[config.mk]
export PLATFORM = sky130hd
export DESIGN_NAME = mem_access_unit_flat
export DESIGN_NICKNAME = d
export VERILOG_FILES = /design/src/rtl/mem_access_pkg.sv /design/src/rtl/ram_if.sv /design/src/rtl/mem_lane_fmt.sv /design/src/rtl/mem_access_unit.sv /design/src/flat_wrapper.sv
export SDC_FILE = /design/constraint.sdc
export NUM_CORES = 1
export LEC_CHECK = 0
export CAP_MARGIN = 20
export CORE_ASPECT_RATIO = 1.75
export CORE_UTILIZATION = 42
export CTS_CLUSTER_SIZE = 20
export DETAILED_ROUTE_END_ITERATION = 16
export PLACE_DENSITY = 0.89
export SETUP_SLACK_MARGIN = 0.5
export SLEW_MARGIN = 30
export SYNTH_ARGS = -nofsm -noshare
export SYNTH_HDL_FRONTEND = slang
export SYNTH_SLANG_ARGS = --single-unit
[constraint.sdc]
create_clock -name clk -period 7 [get_ports clk]
set_clock_uncertainty 0.05 [all_clocks]
set_input_delay 1.4 -clock clk [delete_from_list [all_inputs] [get_ports clk]]
set_output_delay 1.4 -clock clk [all_outputs]
set_load 0.1 [all_outputs]
[src/rtl/mem_access_pkg.sv]
// Shared types and helpers for the load/store front end and its lane formatter.
// Request sizes, FSM states and the alignment rule live here so every user agrees on them.
package mem_access_pkg;

   localparam int WORD_BYTES = 4;

   typedef enum logic [1:0] {
      SIZE_BYTE = 2'b00,
      SIZE_HALF = 2'b01,
      SIZE_WORD = 2'b10,
      SIZE_RSVD = 2'b11
   } Mem_size;

   typedef enum logic [1:0] {
      IDLE      = 2'b00,
      ISSUE     = 2'b01,
      READ_WAIT = 2'b10,
      RESP      = 2'b11
   } State;

   function automatic logic misaligned(input Mem_size size, input logic [1:0] off);
      logic r;
      r = 1'b0;
      case (size)
         SIZE_HALF: r = off[0];
         SIZE_WORD: r = (off != 2'b00);
         default:   r = 1'b0;
      endcase
      return r;
   endfunction

   // Any request that must be answered with an error instead of a memory access.
   function automatic logic bad_request(input Mem_size size, input logic [1:0] off);
      return (size == SIZE_RSVD) || misaligned(size, off);
   endfunction

endpackage

[src/rtl/ram_if.sv]
// Word-wide data memory port; the client issues en/we/be/addr/data_w and sees data_r one cycle
// after an accepted read, while delay=1 in the issue cycle means the access was not taken.
interface Ram_if #(
   parameter int ADDR_WIDTH = 10,
   parameter int DATA_WIDTH = 32
) ();
   logic                    en;
   logic                    we;
   logic [DATA_WIDTH/8-1:0] be;
   logic [ADDR_WIDTH-1:0]   addr;
   logic [DATA_WIDTH-1:0]   data_w;
   logic [DATA_WIDTH-1:0]   data_r;
   logic                    delay;

   modport client (output en, we, be, addr, data_w, input data_r, delay);
   modport server (input en, we, be, addr, data_w, output data_r, delay);
endinterface

[src/rtl/mem_lane_fmt.sv]
// Combinational big-endian lane formatter: byte enables and lane-placed store data, plus
// load lane extraction with zero/sign extension. Byte offset 0 is bits 31:24 (be[3]).
module mem_lane_fmt
   import mem_access_pkg::*;
(
   input  Mem_size     i_size,
   input  logic [1:0]  i_off,
   input  logic        i_signed,
   input  logic [31:0] i_st_data,
   input  logic [31:0] i_ld_word,
   output logic [3:0]  o_be,
   output logic [31:0] o_wr_data,
   output logic [31:0] o_ld_data
);

   logic [7:0]  w_ld_byte;
   logic [15:0] w_ld_half;

   always_comb begin
      o_be      = 4'b0000;
      o_wr_data = '0;
      case (i_size)
         SIZE_BYTE: begin
            case (i_off)
               2'd0: begin o_be = 4'b1000; o_wr_data = {i_st_data[7:0], 24'h0};        end
               2'd1: begin o_be = 4'b0100; o_wr_data = {8'h0, i_st_data[7:0], 16'h0};  end
               2'd2: begin o_be = 4'b0010; o_wr_data = {16'h0, i_st_data[7:0], 8'h0};  end
               default: begin o_be = 4'b0001; o_wr_data = {24'h0, i_st_data[7:0]};     end
            endcase
         end
         SIZE_HALF: begin
            if (i_off[1]) begin
               o_be      = 4'b0011;
               o_wr_data = {16'h0, i_st_data[15:0]};
            end else begin
               o_be      = 4'b1100;
               o_wr_data = {i_st_data[15:0], 16'h0};
            end
         end
         SIZE_WORD: begin
            o_be      = 4'b1111;
            o_wr_data = i_st_data;
         end
         default: begin
            o_be      = 4'b0000;
            o_wr_data = '0;
         end
      endcase
   end

   always_comb begin
      w_ld_byte = 8'h0;
      case (i_off)
         2'd0:    w_ld_byte = i_ld_word[31:24];
         2'd1:    w_ld_byte = i_ld_word[23:16];
         2'd2:    w_ld_byte = i_ld_word[15:8];
         default: w_ld_byte = i_ld_word[7:0];
      endcase
      w_ld_half = i_off[1] ? i_ld_word[15:0] : i_ld_word[31:16];
   end

   always_comb begin
      o_ld_data = '0;
      case (i_size)
         SIZE_BYTE: o_ld_data = {{24{i_signed & w_ld_byte[7]}}, w_ld_byte};
         SIZE_HALF: o_ld_data = {{16{i_signed & w_ld_half[15]}}, w_ld_half};
         SIZE_WORD: o_ld_data = i_ld_word;
         default:   o_ld_data = '0;
      endcase
   end

endmodule

[src/rtl/mem_access_unit.sv]
// Load/store front end: accepts one byte/half/word request at a time, drives the data memory,
// reissues stalled accesses up to MAX_RETRY times and returns exactly one response per request.
module mem_access_unit
   import mem_access_pkg::*;
#(
   parameter int ADDR_WIDTH = 10,
   parameter int DATA_WIDTH = 32,
   parameter int MAX_RETRY  = 16
) (
   input  logic        clk,
   input  logic        reset,
   input  logic        req_valid,
   output logic        req_ready,
   input  logic        req_we,
   input  logic [1:0]  req_size,
   input  logic        req_signed,
   input  logic [31:0] req_addr,
   input  logic [31:0] req_wdata,
   output logic        rsp_valid,
   input  logic        rsp_ready,
   output logic [31:0] rsp_rdata,
   output logic        rsp_err,
   Ram_if.client       mem
);

   if (DATA_WIDTH != 32) begin : g_bad_width
      $error("mem_access_unit supports DATA_WIDTH=32 only");
   end

   localparam int RW = (MAX_RETRY > 2) ? $clog2(MAX_RETRY) : 1;
   localparam logic [RW-1:0] RETRY_LAST = (MAX_RETRY > 0) ? RW'(MAX_RETRY - 1) : '0;

   State                  r_state;
   State                  w_state_nxt;
   logic                  r_we;
   Mem_size               r_size;
   logic                  r_signed;
   logic [ADDR_WIDTH+1:0] r_addr;
   logic [31:0]           r_wdata;
   logic [RW-1:0]         r_retry;
   logic [31:0]           r_rsp_rdata;
   logic                  r_rsp_err;

   logic                  w_accept;
   logic                  w_req_bad;
   logic                  w_issue;
   logic                  w_abort;
   logic [3:0]            w_be;
   logic [31:0]           w_wr_data;
   logic [31:0]           w_ld_data;
   logic                  w_unused_addr;

   // Byte address bits above the memory's range wrap silently.
   assign w_unused_addr = ^req_addr[31:ADDR_WIDTH+2];

   assign req_ready = (r_state == IDLE) && !reset;
   assign w_accept  = req_valid && req_ready;
   assign w_req_bad = bad_request(Mem_size'(req_size), req_addr[1:0]);
   assign w_issue   = (r_state == ISSUE);

   always_comb begin
      w_state_nxt = r_state;
      w_abort     = 1'b0;
      case (r_state)
         IDLE: begin
            if (w_accept) w_state_nxt = w_req_bad ? RESP : ISSUE;
         end
         ISSUE: begin
            if (mem.delay) begin
               if ((MAX_RETRY > 0) && (r_retry == RETRY_LAST)) begin
                  w_abort     = 1'b1;
                  w_state_nxt = RESP;
               end
            end else begin
               w_state_nxt = r_we ? RESP : READ_WAIT;
            end
         end
         READ_WAIT: w_state_nxt = RESP;
         RESP: begin
            if (rsp_ready) w_state_nxt = IDLE;
         end
         default: w_state_nxt = IDLE;
      endcase
   end

   always_ff @(posedge clk or posedge reset) begin
      if (reset) begin
         r_state     <= IDLE;
         r_retry     <= '0;
         r_rsp_rdata <= '0;
         r_rsp_err   <= 1'b0;
      end else begin
         r_state <= w_state_nxt;
         if (w_issue && (w_state_nxt == ISSUE)) begin
            if (MAX_RETRY > 0) r_retry <= r_retry + 1'b1;
         end else begin
            r_retry <= '0;
         end
         // Response data starts at zero so stores and errors return 0 without extra muxing.
         if (w_accept) begin
            r_rsp_rdata <= '0;
            r_rsp_err   <= w_req_bad;
         end
         if (w_issue) r_rsp_err <= w_abort;
         if (r_state == READ_WAIT) r_rsp_rdata <= w_ld_data;
      end
   end

   always_ff @(posedge clk) begin
      if (w_accept) begin
         r_we     <= req_we;
         r_size   <= Mem_size'(req_size);
         r_signed <= req_signed;
         r_addr   <= req_addr[ADDR_WIDTH+1:0];
         r_wdata  <= req_wdata;
      end
   end

   mem_lane_fmt u_lane_fmt (
      .i_size    (r_size),
      .i_off     (r_addr[1:0]),
      .i_signed  (r_signed),
      .i_st_data (r_wdata),
      .i_ld_word (mem.data_r),
      .o_be      (w_be),
      .o_wr_data (w_wr_data),
      .o_ld_data (w_ld_data)
   );

   assign mem.en     = w_issue;
   assign mem.we     = w_issue & r_we;
   assign mem.be     = w_issue ? w_be : '0;
   assign mem.addr   = w_issue ? r_addr[ADDR_WIDTH+1:2] : '0;
   assign mem.data_w = w_issue ? w_wr_data : '0;

   assign rsp_valid = (r_state == RESP);
   assign rsp_rdata = r_rsp_rdata;
   assign rsp_err   = r_rsp_err;

endmodule

[src/flat_wrapper.sv]
// flat-port wrapper written by rule: the top's interface ports become plain ports
module mem_access_unit_flat import mem_access_pkg::*;
#(
   parameter int ADDR_WIDTH = 10,
   parameter int DATA_WIDTH = 32,
   parameter int MAX_RETRY  = 16
)
  (clk, reset, req_valid, req_ready, req_we, req_size, req_signed, req_addr, req_wdata, rsp_valid, rsp_ready, rsp_rdata, rsp_err, mem_en, mem_we, mem_be, mem_addr, mem_data_w, mem_data_r, mem_delay);
  Ram_if #(.ADDR_WIDTH(ADDR_WIDTH), .DATA_WIDTH(DATA_WIDTH)) mem_i ();
  input  logic clk;
  input  logic reset;
  input  logic req_valid;
  output logic req_ready;
  input  logic req_we;
  input  logic [1:0] req_size;
  input  logic req_signed;
  input  logic [31:0] req_addr;
  input  logic [31:0] req_wdata;
  output logic rsp_valid;
  input  logic rsp_ready;
  output logic [31:0] rsp_rdata;
  output logic rsp_err;
  output wire logic [$bits(mem_i.en)-1:0] mem_en;
  output wire logic [$bits(mem_i.we)-1:0] mem_we;
  output wire logic [$bits(mem_i.be)-1:0] mem_be;
  output wire logic [$bits(mem_i.addr)-1:0] mem_addr;
  output wire logic [$bits(mem_i.data_w)-1:0] mem_data_w;
  input wire logic [$bits(mem_i.data_r)-1:0] mem_data_r;
  input wire logic [$bits(mem_i.delay)-1:0] mem_delay;
  assign mem_en = mem_i.en;
  assign mem_we = mem_i.we;
  assign mem_be = mem_i.be;
  assign mem_addr = mem_i.addr;
  assign mem_data_w = mem_i.data_w;
  assign mem_i.data_r = mem_data_r;
  assign mem_i.delay = mem_delay;
  mem_access_unit #(.ADDR_WIDTH(ADDR_WIDTH), .DATA_WIDTH(DATA_WIDTH), .MAX_RETRY(MAX_RETRY)) u_core (.clk(clk), .reset(reset), .req_valid(req_valid), .req_ready(req_ready), .req_we(req_we), .req_size(req_size), .req_signed(req_signed), .req_addr(req_addr), .req_wdata(req_wdata), .rsp_valid(rsp_valid), .rsp_ready(rsp_ready), .rsp_rdata(rsp_rdata), .rsp_err(rsp_err), .mem(mem_i));
endmodule
Word-level counts from Yosys, hierarchy flattened
Index checks and enable logic that the tools add are counted.

Output and inout bits: 83. Memory bits (writable): 0. Memory bits (read-only): 0. Logic and storage cells: 63. Memories: 0. Latch bits: 0. Flip-flop bits (word level): 87.

Multipliers: 0. Bitwise gates (word level): 3. Mux-type cells: 27. Div/mod/pow operators: 0. Reduce and logical (&&, ||, !) cells: 11. Eq/ne operators: 12. Order comparisons: 0. Shift-type cells: 0. Add/subtract/negate cells: 1.

Operators with widths (number): 32-bit case mux with 3 select lines (3); 32-bit 2-to-1 mux (4); 4-bit case mux with 3 select lines (2); 8-bit case mux with 3 select lines (1); 16-bit 2-to-1 mux (1); 2-bit == test (second input constant) (6); 4-bit 2-to-1 mux (3); 2-bit by 1-bit == test with 1-bit output (second input constant) (5); 10-bit 2-to-1 mux (1); 2-bit 2-to-1 mux (5); 2-bit case mux with 4 select lines (1); 2-bit logical NOT (3); 2-bit nonzero test (3); 1-bit 2-to-1 mux (5); 4-bit by 1-bit adder with 4-bit output (second input constant) (1); 4-bit == test (second input constant) (1); 1-bit bitwise AND (3); 1-bit logical AND (3); 1-bit case mux with 2 select lines (1); 1-bit logical NOT (1); 1-bit logical OR (1).

Logic depth before layout (Yosys ltp)
Depth after elaboration: 9. Depth in mapped cells: 7. Mapped depth without buffers: 6.

By module
Synthesis repeated with hierarchy kept, for this count alone.

Cell total of the unflattened synthesis: 400. Area total of the unflattened synthesis: 4594.4 µm².

Modules (own cells, without submodules): mem_access_unit (times used 1, area each 3408.3 µm², sequential area each 2417.3 µm², cells each 220); mem_lane_fmt (times used 1, area each 1186.1 µm², sequential area each 0.0 µm², cells each 180).

Worst setup path after synthesis
No wires, ideal clock.

Kind: in2reg. Start point: input req_valid. End point: register u_core.r_state[1]. Stages: 4. Path slack: 811 ps. Data arrival time: 6046 ps. Path buffers: 0. Setup time: 93 ps. Cell sequence: nor2b_1 > nor3b_1 > o21ai_0 > nand3_1.

Word-level cells in the longest chain between the ends: 3.

Ends and longest elaborated chain: from (decl) (line flat_wrapper.sv:12) `input logic req_valid;`; 1-bit logical AND (line mem_access_unit.sv:57) `assign w_accept = req_valid && req_ready;`; net u_core.w_accept (line mem_access_unit.sv:44) `logic w_accept;`; 2-bit 2-to-1 mux (line mem_access_unit.sv:66) `if (w_accept) w_state_nxt = w_req_bad ? RESP : ISSUE;`; 2-bit case mux with 4 select lines (line mem_access_unit.sv:64) `case (r_state)`; net u_core.w_state_nxt[1] (line mem_access_unit.sv:34) `State w_state_nxt;`; to (signal assigned) (line mem_access_unit.sv:93) `r_state <= w_state_nxt;`; to (decl) (line mem_access_unit.sv:33) `State r_state;`.

The timed path passes the listed nets, and every way through them passes these cells. A chain may end at the register's enable or synchronous reset.

Final worst setup path
Start point: register u_core.r_state[0]. End point: output mem_data_w[30].

Word-level cells in the longest chain between the ends: 2.

Ends and longest elaborated chain: 2-bit by 1-bit == test with 1-bit output (line mem_access_unit.sv:59) `assign w_issue = (r_state == ISSUE);`; 32-bit 2-to-1 mux (line mem_access_unit.sv:134) `assign mem.data_w = w_issue ? w_wr_data : '0;`; to (decl) (line flat_wrapper.sv:27) `output wire logic [$bits(mem_i.data_w)-1:0] mem_data_w;`.

No other way between the ends.

==> impl_metrics.csv <==
group,metric,value,unit
status,status,"finished clean",
finish,n_antenna_cell,0,
die,start_util,0.4364,
setup_path,end_kind,"output port",
clock_network,clk_latency,0.34,ns
sta,fin_setup_tns,0,ns
clock_network,path_clk_slew,0.06,ns
clock_network,numCtsBuffers,9,
global_routing,grt_max_degree,52,
setup_path,path_class,"flop to output port",
power_and_ir_drop,p_sw_frac,0.5321,
sta,clock.fmax,0.1968,GHz
clock_network,cts.sinks,87,
finish,num-fill-cells,723,
die,io_pins,188,
synthesis,synth_nets,475,
clock_network,post_cts_buffers,0,
global_routing,grt-ovfl-total,0,
global_routing,grt_first_pass_wirelength,19.02,mm
clock_network,cts_resized,0,
power_and_ir_drop,pwr_density_cell,472.8,mW/mm^2
die,rows,47,
routing,drt_wl_total,12.08,mm
synthesis,avgSynthCellArea,11.36,sq um
setup_path,reg2regPathDepth,4,
synthesis,synth_edf_count,48,
sta,max_slew_margin,0.3254,
sta,min_period,5.082,ns
setup_path,cp.required,5.55,ns
clock_network,cts_hold_buf,0,
clock_network,htree_levels,3,
synthesis,yosysUniqueCellTypes,45,
global_routing,grt_pass1_vias,3911,
synthesis,yosys.area.top_type,"edfxtp_1",
die,die_h,133.6,microns
power_and_ir_drop,power.switching,1.568,mW
setup_path,crit_arrival,3.63,ns
routing,viasPerCell,5.547,
power_and_ir_drop,internal-power,1.378,mW
power_and_ir_drop,combPwrFrac,0.573,
finish,drive_gt1_frac,0.07400,
power_and_ir_drop,vdd_drop_max,0.3013,mV
global_routing,grt_use_total,0.2432,
power_and_ir_drop,pwr-share-clk,0.173,
synthesis,yosysSeqAreaShare,0.5814,
sta,period_share,0.7260,
synthesis,synth_top_area_frac,0.3467,
finish,area_growth,49.86,%
routing,drc,0,
routing,drt-wirelength-per-cell,18.61,microns
placement,gp_congestion,0.8473,
finish,regArea,0.002417,sq mm
finish,fin_util,0.6541,
routing,drt_pass1_iterations,5,
hold_path,holdPathStages,1,
clock_network,cts-root-buf,"clkbuf_16",
power_and_ir_drop,p_leak,2.419,nW
sta,tightest_slew,1.009,ns
sta,layout_setup_ws,1.918,ns
synthesis,async_flop_share,0.4483,
die,die_area,0.01032,sq mm
finish,nets,631,
placement,dp_hpwl,8.808,mm
clock_network,cts_tree,"done",
die,fp.coreArea,0.009527,sq mm
finish,multi_input_area,0.001573,sq mm
synthesis,synth.most_common_cell,"edfxtp_1",
power_and_ir_drop,power_frac_seq,0.254,
flow_run,maxCapViolations,0,
routing,postRouteAntennaNets,0,
synthesis,yosys_most_used_dff,"edfxtp_1",
sta,finalSetupViolCount,0,
synthesis,syn_inst,366,
setup_path,worstPathMaxFanout,27,
synthesis,ys_top_cells_by_area,"edfxtp_1 35%, dfrtp_1 23%, a22oi_1 4.3%",
hold_path,hold_path.class,"flop to flop",
routing,drt_first_iter_violations,257,
synthesis,synth_warnings,0,
die,die-width,77.21,microns
clock_network,cts_buffer_depth,2,
sta,final_hold_viol_count,0,
synthesis,synth_seq_cells,87,
placement,pre_cts_ws,1.894,ns
setup_path,startpoint_type,"flop",
placement,numPortBuffers,167,
synthesis,syn-cell-area,0.004158,sq mm
global_routing,antenna_found_initial,0,
sta,slew_viol_final,0,
synthesis,ys_top_cells_by_count,"48 x edfxtp_1, 39 x dfrtp_1, 36 x nand2_1, 34 x nor2_1, 24 x a22oi_1",
sta,rsz0062_at_grt,"false",
routing,vias,3600,
sta,holdWs,0.4250,ns
## worst max-delay path: stages, from the launching register on
cell and delay [ns]:
dfrtp_1 0.47, nor2b_2 0.53, nand2_1 0.68, a21oi_1 0.41, clkdlybuf4s50_1 1.19
## layer usage
layer | global-route usage | share of wire
met4 | 0.1289 | 0.030
met3 | 0.04658 | 0.061
met5 | 0 | 0
met1 | 0.2466 | 0.35
met2 | 0.4582 | 0.56
## power groups by stage
stage	Clock [mW]	Sequential, mW	Combinational [mW]
floorplan	0	1.33	0.704
finish	0.510	0.749	1.69
CTS	0.518	0.749	1.70
global placement	0	0.752	1.67
detailed placement	0	0.758	1.69
global route	0.537	0.763	1.74
## path summary, 6_finish.rpt
path	slack, ns	start	end
max reg2reg	4.49	u_core.r_size[0]$_DFFE_PP_	u_core.rsp_rdata[4]$_DFFE_PP0P_
min	0.42	u_core.rsp_rdata[23]$_DFFE_PP0P_	u_core.rsp_rdata[23]$_DFFE_PP0P_
min in group asynchronous	1.49	reset	u_core.r_state[0]$_DFF_PP0_
max in group asynchronous	5.06	reset	u_core.rsp_rdata[24]$_DFFE_PP0P_
min reg2reg	0.42	u_core.rsp_rdata[23]$_DFFE_PP0P_	u_core.rsp_rdata[23]$_DFFE_PP0P_
max	1.92	u_core.r_state[0]$_DFF_PP0_	mem_data_w[30]
## flip-flops by register name, indices dropped and copies added, names as in the netlist
signal / count
u_core.r_wdata: 32
u_core.rsp_rdata: 32
u_core.r_addr: 12
u_core.r_retry: 4
u_core.r_size: 2
u_core.r_state: 2
u_core.r_signed: 1
u_core.r_we: 1
u_core.rsp_err: 1
## per-stage QoR
| step | power [mW] | cell area (sq um) | instances |
|---|---|---|---|
| floorplan | 2.032 | 4158 | 366 |
| global route | 3.040 | 6231 | 649 |
| detailed placement | 2.449 | 5902 | 633 |
| global placement | 2.421 | 5894 | 633 |
| CTS | 2.963 | 6228 | 649 |
| finish | 2.946 | 6231 | 649 |
## final cells by class
class / count / share of cell area
clock buffers: 12 / 0.04458
clock inverters: 4 / 0.007831
inverters: 14 / 0.008434
multi-input cells: 238 / 0.2524
flip-flops and latches: 87 / 0.3880
well taps: 122 / 0.02450
repair buffers: 172 / 0.2743
## cells by family after synthesis
group	after synthesis	synth area share
AO/OA/AOI/OAI	107	0.1905
XOR/XNOR	2	0.004214
adder cells (fa/ha/maj)	4	0.01204
buffers and inverters	41	0.04544
flip-flops	87	0.5814
multiplexers	9	0.02708
AND/OR/NAND/NOR	116	0.1393
## cells in the final DEF (no fill, tap or decap), types with 3 or more instances in the layout
| cell type | count |
|---|---|
| clkdlybuf4s50_1 | 167 |
| edfxtp_1 | 48 |
| dfrtp_1 | 39 |
| nand2_1 | 36 |
| nor2_1 | 34 |
| a22oi_1 | 24 |
| and2_1 | 22 |
| a21o_1 | 17 |
| a31oi_1 | 16 |
| a32oi_1 | 15 |
| inv_1 | 14 |
| a21oi_1 | 11 |
| clkbuf_16 | 10 |
| mux2_2 | 8 |
| a221o_1 | 7 |
| o211ai_1 | 7 |
| nand3_1 | 5 |
| buf_4 | 5 |
| nor2b_1 | 4 |
| ha_1 | 4 |
| o21ai_0 | 3 |
No activity file was read; power rests on OpenSTA's default activity.
